===== src/rtl/anita3_pps_conditioner_pkg.sv =====
// Shared definitions for the ANITA-3 PPS conditioner: state encodings, counter width, default periods.
// The optional holdover feature is enabled by defining PPS_HOLDOVER_EN.
package anita3_pps_conditioner_pkg;

  localparam int CNT_W = 26;

  localparam int MIN_PERIOD_DEF   = 29_700_000;
  localparam int MAX_PERIOD_DEF   = 36_300_000;
  localparam int LOCK_COUNT_DEF   = 3;
  localparam int PULSE_WIDTH_DEF  = 4;
  localparam int HOLDOVER_MAX_DEF = 10;

  typedef enum logic [1:0] {
    ST_ACQUIRE  = 2'd0,
    ST_TRACK    = 2'd1,
    ST_LOCKED   = 2'd2,
    ST_HOLDOVER = 2'd3
  } pps_state_t;

  // Interval counter increments but sticks at all-ones instead of wrapping.
  function automatic logic [CNT_W-1:0] sat_inc(input logic [CNT_W-1:0] v);
    return (&v) ? v : v + 1'b1;
  endfunction

endpackage


===== src/rtl/anita3_pps_sync_edge.sv =====
// Two-flop synchroniser plus edge register for one asynchronous PPS input; emits a registered rise strobe.
// reload suppresses the strobe for a cycle so a freshly selected source cannot produce a false edge.
module anita3_pps_sync_edge (
  input  logic clk,
  input  logic rst_n,
  input  logic pin,
  input  logic reload,
  output logic rise
);

  logic meta;
  logic sync;
  logic prev;

  always_ff @(posedge clk or negedge rst_n) begin
    if (!rst_n) begin
      meta <= 1'b0;
      sync <= 1'b0;
      prev <= 1'b0;
      rise <= 1'b0;
    end else begin
      meta <= pin;
      sync <= meta;
      prev <= sync;
      rise <= sync & ~prev & ~reload;
    end
  end

endmodule


===== src/rtl/anita3_pps_conditioner.sv =====
// PPS source select, glitch rejection by interval window, fixed-width output pulse, lock/missing status.
// Define PPS_HOLDOVER_EN to synthesise missing pulses after a LOCKED timeout (holdover).
module anita3_pps_conditioner
  import anita3_pps_conditioner_pkg::*;
#(
  parameter int MIN_PERIOD  = MIN_PERIOD_DEF,
  parameter int MAX_PERIOD  = MAX_PERIOD_DEF,
  parameter int LOCK_COUNT  = LOCK_COUNT_DEF,
  parameter int PULSE_WIDTH = PULSE_WIDTH_DEF
`ifdef PPS_HOLDOVER_EN
  ,
  parameter int HOLDOVER_MAX = HOLDOVER_MAX_DEF
`endif
) (
  input  logic             clk33_i,
  input  logic             rst_n_i,
  input  logic             pps_a_i,
  input  logic             pps_b_i,
  input  logic             sel_i,
  output logic             pps_o,
  output logic             pps_valid_o,
  output logic             pps_missing_o,
  output logic             glitch_o,
  output logic [CNT_W-1:0] period_o,
  output logic             period_stb_o,
  output pps_state_t       state_o
);

  localparam logic [CNT_W-1:0] MIN_C  = CNT_W'(MIN_PERIOD);
  localparam logic [CNT_W-1:0] MAX_C  = CNT_W'(MAX_PERIOD);
  localparam logic [7:0]       LOCK_C = 8'(LOCK_COUNT);
  localparam logic [7:0]       PW_C   = 8'(PULSE_WIDTH - 1);
`ifdef PPS_HOLDOVER_EN
  localparam logic [7:0]       HOLD_C = 8'(HOLDOVER_MAX);
`endif

  logic             sel_q;
  logic             sel_chg;
  logic             rise_a;
  logic             rise_b;
  logic             edge_det;
  logic [CNT_W-1:0] cnt;
  logic [CNT_W-1:0] cnt_now;
  logic [7:0]       good;
  logic [7:0]       pw;
  pps_state_t       state;
`ifdef PPS_HOLDOVER_EN
  logic [7:0]       hold_n;
`endif

  anita3_pps_sync_edge u_sync_a (
    .clk    (clk33_i),
    .rst_n  (rst_n_i),
    .pin    (pps_a_i),
    .reload (sel_chg),
    .rise   (rise_a)
  );

  anita3_pps_sync_edge u_sync_b (
    .clk    (clk33_i),
    .rst_n  (rst_n_i),
    .pin    (pps_b_i),
    .reload (sel_chg),
    .rise   (rise_b)
  );

  always_ff @(posedge clk33_i or negedge rst_n_i) begin
    if (!rst_n_i) sel_q <= 1'b0;
    else          sel_q <= sel_i;
  end

  // cnt_now is the interval that ends at this clock, measured between processing cycles.
  assign sel_chg  = sel_i ^ sel_q;
  assign edge_det = sel_q ? rise_b : rise_a;
  assign cnt_now  = sat_inc(cnt);
  assign state_o  = state;

  always_ff @(posedge clk33_i or negedge rst_n_i) begin
    if (!rst_n_i) begin
      state         <= ST_ACQUIRE;
      cnt           <= '0;
      good          <= '0;
      pw            <= '0;
      pps_o         <= 1'b0;
      pps_valid_o   <= 1'b0;
      pps_missing_o <= 1'b0;
      glitch_o      <= 1'b0;
      period_o      <= '0;
      period_stb_o  <= 1'b0;
`ifdef PPS_HOLDOVER_EN
      hold_n        <= '0;
`endif
    end else begin
      glitch_o     <= 1'b0;
      period_stb_o <= 1'b0;
      cnt          <= cnt_now;
      if (pps_o) begin
        if (pw == '0) pps_o <= 1'b0;
        else          pw    <= pw - 8'd1;
      end

      if (sel_chg) begin
        state         <= ST_ACQUIRE;
        cnt           <= '0;
        good          <= '0;
        pps_valid_o   <= 1'b0;
        pps_missing_o <= 1'b0;
      end else begin
        case (state)
          ST_ACQUIRE: begin
            if (edge_det) begin
              pps_o         <= 1'b1;
              pw            <= PW_C;
              cnt           <= '0;
              good          <= '0;
              pps_missing_o <= 1'b0;
              state         <= ST_TRACK;
            end
          end
          ST_TRACK, ST_LOCKED: begin
            if (edge_det) begin
              if (cnt_now < MIN_C) begin
                glitch_o <= 1'b1;
              end else begin
                pps_o         <= 1'b1;
                pw            <= PW_C;
                cnt           <= '0;
                period_o      <= cnt_now;
                period_stb_o  <= 1'b1;
                pps_missing_o <= 1'b0;
                if (state == ST_TRACK) begin
                  good <= good + 8'd1;
                  if (good + 8'd1 >= LOCK_C) begin
                    state       <= ST_LOCKED;
                    pps_valid_o <= 1'b1;
                  end
                end
              end
            end else if (cnt_now == MAX_C) begin
              pps_missing_o <= 1'b1;
              pps_valid_o   <= 1'b0;
              state         <= ST_ACQUIRE;
`ifdef PPS_HOLDOVER_EN
              if (state == ST_LOCKED) begin
                state       <= ST_HOLDOVER;
                pps_valid_o <= 1'b1;
                pps_o       <= 1'b1;
                pw          <= PW_C;
                cnt         <= '0;
                hold_n      <= 8'd1;
              end
`endif
            end
          end
`ifdef PPS_HOLDOVER_EN
          ST_HOLDOVER: begin
            if (edge_det) begin
              pps_o         <= 1'b1;
              pw            <= PW_C;
              cnt           <= '0;
              good          <= '0;
              pps_missing_o <= 1'b0;
              pps_valid_o   <= 1'b0;
              state         <= ST_TRACK;
            end else if (cnt_now == period_o) begin
              if (hold_n >= HOLD_C) begin
                state       <= ST_ACQUIRE;
                pps_valid_o <= 1'b0;
              end else begin
                pps_o  <= 1'b1;
                pw     <= PW_C;
                cnt    <= '0;
                hold_n <= hold_n + 8'd1;
              end
            end
          end
`endif
          default: begin
            state       <= ST_ACQUIRE;
            pps_valid_o <= 1'b0;
          end
        endcase
      end
    end
  end

endmodule


===== config.mk =====
export PLATFORM = sky130hd
export DESIGN_NAME = anita3_pps_conditioner
export DESIGN_NICKNAME = d
export VERILOG_FILES = /design/src/rtl/anita3_pps_conditioner_pkg.sv /design/src/rtl/anita3_pps_sync_edge.sv /design/src/rtl/anita3_pps_conditioner.sv
export SDC_FILE = /design/constraint.sdc
export NUM_CORES = 1
export LEC_CHECK = 0
export CAP_MARGIN = 10
export CORE_AREA = 2 2 100 102
export CTS_CLUSTER_DIAMETER = 60
export DETAILED_ROUTE_END_ITERATION = 8
export DIE_AREA = 0 0 102 104
export MAX_ROUTING_LAYER = met4
export PLACE_DENSITY_LB_ADDON = 0.05
export SYNTH_ARGS = -nofsm -noshare
export SYNTH_HDL_FRONTEND = slang
export SYNTH_SLANG_ARGS = --single-unit

===== constraint.sdc =====
create_clock -name clk33_i -period 4.5 [get_ports clk33_i]
set_input_delay 0.45 -clock clk33_i [delete_from_list [all_inputs] [get_ports clk33_i]]
set_output_delay 0.45 -clock clk33_i [all_outputs]
set_load 0.005 [all_outputs]

==> results of run 1 <==
-- registers in the layout, indices dropped and copies added, names as in the netlist --
name	count
good	8
pps_missing_o	1
pps_valid_o	1
glitch_o	1
period_stb_o	1
pw	8
u_sync_b.sync	1
u_sync_b.rise	1
period_o	26
sel_q	1
u_sync_a.meta	1
u_sync_a.rise	1
u_sync_b.meta	1
u_sync_b.prev	1
cnt	26
pps_o	1
u_sync_a.sync	1
u_sync_a.prev	1
state_o	2
-- stage by stage --
stage	worst slack, ns	hold WS, ns	cell area (um2)	cells
3_5_place_dp	0.3855	0.3347	5059	632
2_1_floorplan	1.382	0.1544	4613	484
3_3_place_gp	0.4225	0.3313	5059	632
6_report	0.4421	0.2514	5274	647
5_1_grt	0.1109	0.3437	5274	647
4_1_cts	0.4276	0.3040	5274	647
-- critical path: stages, from the launching register on --
cell and delay (ns):
dfrtp_1 0.55, and4_1 0.32, nand4_1 0.38, nor2_1 0.53, o311ai_0 0.27, or4_4 0.47
nor3_4 0.29, o21a_1 0.24, a21o_1 0.67, nor2_1 0.16
-- placed cells by master, fill, tap and decap left out, types with 5 or more instances in the layout --
master / instances
dfrtp_1: 84
nand2_1: 56
nor2_1: 45
clkdlybuf4s50_1: 36
o21ai_0: 33
xnor2_1: 23
nand3_1: 21
nor3_1: 15
inv_1: 13
xor2_1: 12
nor4_1: 11
nand4_1: 10
a21oi_1: 10
ha_1: 10
clkbuf_8: 10
and3_1: 9
a31oi_1: 9
or4_1: 9
o211ai_1: 8
mux2_2: 7
mux2i_1: 6
nor2b_1: 5
-- routing by layer --
layer	vias up	share of wire, %	global-route usage, %
met3	20	3.9	5.242
met2	87	48	32.89
met5	-	0	-
li1	1807	-	-
met4	0	1.9	8.286
met1	1751	46	30.26
-- cell type report --
type | instances | area share [%]
Sequential cell | 84 | 39.86
Clock buffer | 11 | 2.681
Timing Repair Buffer | 40 | 7.402
Multi-Input combinational cell | 362 | 44.58
Tap cell | 133 | 3.155
Clock inverter | 4 | 1.400
Inverter | 13 | 0.9253
-- cell usage after synthesis (all sizes together) (3+ instances only) --
cell	count
dfrtp	84
nand2	56
nor2	45
o21ai	35
xnor2	23
nand3	21
buf	20
nor3	16
nand4	14
inv	13
nor4	13
xor2	12
a21oi	10
ha	10
or4	10
a31oi	9
and3	9
o211ai	8
mux2	7
mux2i	6
a211oi	5
clkbuf	5
nor2b	5
and4	4
nand4b	4
a21o	3
nor3b	3
o2111ai	3
o311ai	3
o31ai	3
or3	3
-- logic make-up (layout without fill, tap and decap cells) --
group                    after synthesis  after routing  share of synthesized area (%)
flip-flops                            84             84                          45.57
buffers and inverters                 38             68                          3.851
AO/OA/AOI/OAI                         93             93                          13.56
XOR/XNOR                              35             35                          6.645
multiplexers                          13             13                          3.011
AND/OR/NAND/NOR                      211            211                          24.65
adder cells (fa/ha/maj)               10             10                          2.712
-- worst max path at each step --
stage / start / to / slack [ns] / depth (start not counted)
floorplan: cnt[0] / good[6] / 1.38 / 12
global placement: cnt[21] / cnt[17] / 0.42 / 9
detailed placement: cnt[21] / cnt[17] / 0.39 / 9
CTS: cnt[21] / cnt[17] / 0.43 / 9
global route: cnt[21] / cnt[17] / 0.11 / 9
finish: cnt[21] / cnt[17] / 0.44 / 9
-- power breakdown --
group	switching, mW	internal, mW
clock	0.271	0.325
sequential	0.0406	0.801
combinational	0.215	0.134
==> metrics.yaml, run 1 <==
worst_setup_path:
  worstRegToRegCells: 9
  startpoint_type: "flop"
  criticalPathCategory: "flop to flop"
  r2r_end: "cnt[17]"
  crit_fanout: 25
  worstSetupEndpointType: "flop"
  worstPathArrival_ns: 4.26
  reg2reg_from: "cnt[21]"
  worstPathRequired_ns: 4.70
  reg2reg_slack_ns: 0.44
global_routing:
  first_global_vias: 3590
  grt_pass1_wl_um: 18250
  antenna_found_initial: 0
  global_route.usage.total_pct: 22.42
  grt_max_degree: 85
  grt_overflow_total: 0
finish:
  synthToLayoutAreaGrowth_pct: 14.32
  regArea_mm2: 0.002102
  multi_input_area_mm2: 0.002351
  drive_gt1_share_pct: 8.171
  antenna_cells: 0
  layout.nets: 525
  n_fill_cell: 887
  fin_util_pct: 55.23
clock_tree:
  clk_pin_slew_ns: 0.08
  clock-sinks: 84
  postCtsHoldBufs: 0
  numCtsBuffers: 9
  cts_resized: 0
  cts_tree: "built"
  insertion_delay_ns: 0.37
  cts-root-buf: "clkbuf_8"
  ctsHtreeMaxLevel: 3
  postCtsSetupRepairBufs: 0
  clockBufferDepth: 2
synthesis:
  synth_warnings: 0
  syn_inst: 484
  synth-seq-cells: 84
  synth_area_mm2: 0.004613
  synth.top_cell.area_share_pct: 45.57
  ys_async_sr_fraction_pct: 100.0
  yosysSeqAreaShare_pct: 45.57
  syn-num-nets: 499
  synth_ff_type: "dfrtp_1"
  synth_enable_flop_cells: 0
  avgSynthCellArea_um2: 9.531
  yosysUniqueCellTypes: 61
  yosys-top-cells-area: "dfrtp_1 (46%), nand2_1 (4.6%), xnor2_1 (4.4%)"
  synth_top_area_cell: "dfrtp_1"
sta:
  setup_viol: 0
  slew-limit-headroom_pct: 30.67
  rsz0062_at_grt: "no"
  slew_violations: 0
  period_needed_ns: 4.058
  hold_viol: 0
  fin_tns_setup_ns: 0
  finalCritPeriodShare_pct: 90.18
  timing.fmax_ghz: 0.2464
  skew_ns: 0.01602
  worstMarginPinSlew_ns: 1.040
power_and_ir_drop:
  vdd_drop_max_v: 0.0001970
  p_leak_nw: 2.251
  total_power_mw: 1.787
  pwr_density_cell_mw_per_mm2: 338.9
placed_design:
  dp_hpwl_um: 7609
  gp_congestion: 0.9903
  io_buffer_count: 37
outcome:
  status: "complete, no violations"
floorplan:
  die_area_mm2: 0.01061
  die_h_um: 104
  fp.dieW_um: 102
  fp-row-count: 36
  fp.coreArea_mm2: 0.009549
  pin_count: 38
  start_util_pct: 48.31
detailed_routing:
  vias: 3665
  post_drt_wl_per_cell_um: 16.43
  drt_iter0_markers: 255
  totalWireLength_um: 10630
  drc: 0
  first_pass_iters: 5
  via_per_inst: 5.665
  antenna_left: 0
min_path:
  hp-class: "input port to asynchronous set/reset pin"
run:
  drv_cap: 0
Note: power is estimated with default switching activity, not from simulation.
==> inputs of run 2 (changes only) <==
Settings changed: DONT_BUFFER_PORTS set to 1, SLEW_MARGIN set to 10.
==> run 2 against run 1 <==
Net effect:
- clock skew down 0.0013 ns
- die area did not move
- worst hold slack lost 0.15 ns
- non-clock buffer count fell by 34
- total power is 5.5% higher
- largest cell class unchanged
- largest power group unchanged
==> metrics.yaml, run 2 (synthesized netlist as in run 1, its figures left out) <==
clock_tree:
  insertion_delay_ns: 0.37  # about the same
  cts_tree: "built"
  cts_resized: 0  # unchanged
  clockBufferDepth: 2  # unchanged
  clk_pin_slew_ns: 0.09  # about the same
  clock-sinks: 84  # unchanged
  numCtsBuffers: 9  # unchanged
  ctsHtreeMaxLevel: 3  # unchanged
  postCtsSetupRepairBufs: 0  # unchanged
  cts-root-buf: "clkbuf_8"
worst_setup_path:
  startpoint_type: "flop"
  reg2reg_from: "cnt[21]"
  crit_fanout: 27  # +8.0%
  reg2reg_slack_ns: 0.63  # +0.18 ns
  worstPathArrival_ns: 4.11  # -0.15 ns
  r2r_end: "period_o[18]"
  criticalPathCategory: "flop to flop"
  worstSetupEndpointType: "flop"
  worstRegToRegCells: 10  # +1
  worstPathRequired_ns: 4.74  # +0.04 ns
sta:
  hold_slack_ns: 0.09944  # -0.1520 ns
  slew-limit-headroom_pct: 52.83  # +22 points
  rsz0062_at_grt: "no"
  period_needed_ns: 3.874  # -0.1838 ns
  hold_viol: 0  # unchanged
  skew_ns: 0.01471  # -0.001311 ns
  slew_violations: 0  # unchanged
  finalCritPeriodShare_pct: 86.09  # -4.1 points
  timing.fmax_ghz: 0.2581  # +4.7%
  worstMarginPinSlew_ns: 0.7073  # -0.3326 ns
  setup_viol: 0  # unchanged
  fin_tns_setup_ns: 0  # unchanged
power_and_ir_drop:
  p_leak_nw: 2.161  # -4.0%
  pwr_density_cell_mw_per_mm2: 377.1  # +11%
  vdd_drop_max_v: 0.0001666  # -15%
min_path:
  hp-class: "input port to flop"
  hp-start: "sel_i"
  holdPathEnd: "sel_q"
  holdPathStages: 0
outcome:
  status: "complete, no violations"
detailed_routing:
  totalWireLength_um: 10630  # about the same
  post_drt_wl_per_cell_um: 17.32  # +5.4%
  first_pass_iters: 5  # unchanged
  vias: 3587  # -2.1%
  via_per_inst: 5.842  # +3.1%
  drt_iter0_markers: 181  # -29%
  antenna_left: 0  # unchanged
  drc: 0  # unchanged
global_routing:
  grt_pass1_wl_um: 17990  # -1.4%
  global_route.usage.total_pct: 22.16  # -0.26 points
  grt_max_degree: 85  # unchanged
  grt_overflow_total: 0  # unchanged
  antenna_found_initial: 0  # unchanged
  first_global_vias: 3484  # -3.0%
run:
  drv_cap: 0  # unchanged
placed_design:
  place_area_mm2: 0.004698  # -7.1%
  io_buffer_count: 0  # -100%
  dp_hpwl_um: 7478  # -1.7%
  gp_congestion: 0.9536  # -3.7%
finish:
  regArea_mm2: 0.002102  # unchanged
  n_fill_cell: 907  # +2.3%
  layout.nets: 491  # -6.5%
  layout_commonest_cell: "dfrtp_1"
  stdcell_area_mm2: 0.005000  # -5.2%
  drive_gt1_share_pct: 9.148  # +0.98 points
  antenna_cells: 0  # unchanged
  multi_input_area_mm2: 0.002351  # unchanged
  final_cell_mix: "dfrtp_1 (84), nand2_1 (56), nor2_1 (45)"
  largestRegisters: "cnt x26, period_o x26"
  synthToLayoutAreaGrowth_pct: 8.381
floorplan:
  fp.coreArea_mm2: 0.009549  # unchanged
  fp-row-count: 36  # unchanged
  die_h_um: 104  # unchanged
  die_area_mm2: 0.01061  # unchanged
  pin_count: 38  # unchanged
  fp.dieW_um: 102  # unchanged
  start_util_pct: 48.31  # unchanged
==> run 2: worst max path at each step <==
stage | startpoint | slack [ns] | endpoint | depth (start not counted)
final | cnt[21] | 0.63 | period_o[18] | 10
after global routing | cnt[0] | 0.24 | period_o[22] | 11
after CTS | cnt[0] | 0.60 | period_o[16] | 11
after detailed placement | cnt[0] | 0.60 | period_o[21] | 11
after global placement | cnt[0] | 0.63 | period_o[0] | 11
after floorplan | cnt[0] | 1.38 | good[6] | 12
==> run 2: final cells by class <==
cell class	instances	area share, %
multi-input cells	362	47.02
flip-flops and latches	84	42.04
well taps	133	3.328
clock inverters	6	2.728
clock buffers	10	2.553
repair buffers	6	1.351
inverters	13	0.9760
==> run 2: report_power, final <==
part | leakage (nW) | internal (mW) | total (mW) | switching [mW]
logic | 0.888 | 0.122 | 0.334 | 0.212
clock network | 0.127 | 0.426 | 0.708 | 0.282
registers | 1.15 | 0.801 | 0.844 | 0.0425
total | 2.16 | 1.35 | 1.89 | 0.536
==> run 2: per-layer routing <==
metal | wire length, um | share of wire [%] | GRT usage, %
met2 | 5164 | 49 | 33.36
met3 | 475 | 4.5 | 4.234
met4 | 270 | 2.5 | 9.143
met1 | 4722 | 44 | 29.36
met5 | 0 | 0 | -
==> run 2: critical path, stage by stage (launching register included) <==
cell	delay (ns)
dfrtp_1	0.56
and4_1	0.31
nand4_1	0.38
nor2_1	0.53
o311ai_0	0.28
or4_4	0.48
nor3_4	0.31
o2111ai_4	0.39
buf_4	0.36
nand2_1	0.07
o21ai_0	0.08
==> run 2: repair_timing <==
action | in CTS | in global routing
endpoints found under the hold margin | 84 | 0
hold buffers | 2 | 0
setup endpoints to repair | 0 | 0
==> run 2: through the flow <==
step                setup slack, ns  utilization [%]  instances  total power [mW]
global route                 0.2398            52.36        614             2.002
finish                       0.6259            52.36        614             1.885
global placement             0.6275            49.20        596             1.173
floorplan                     1.382                -        484             1.099
CTS                          0.6031            52.36        614             1.912
detailed placement           0.6050            49.20        596             1.178
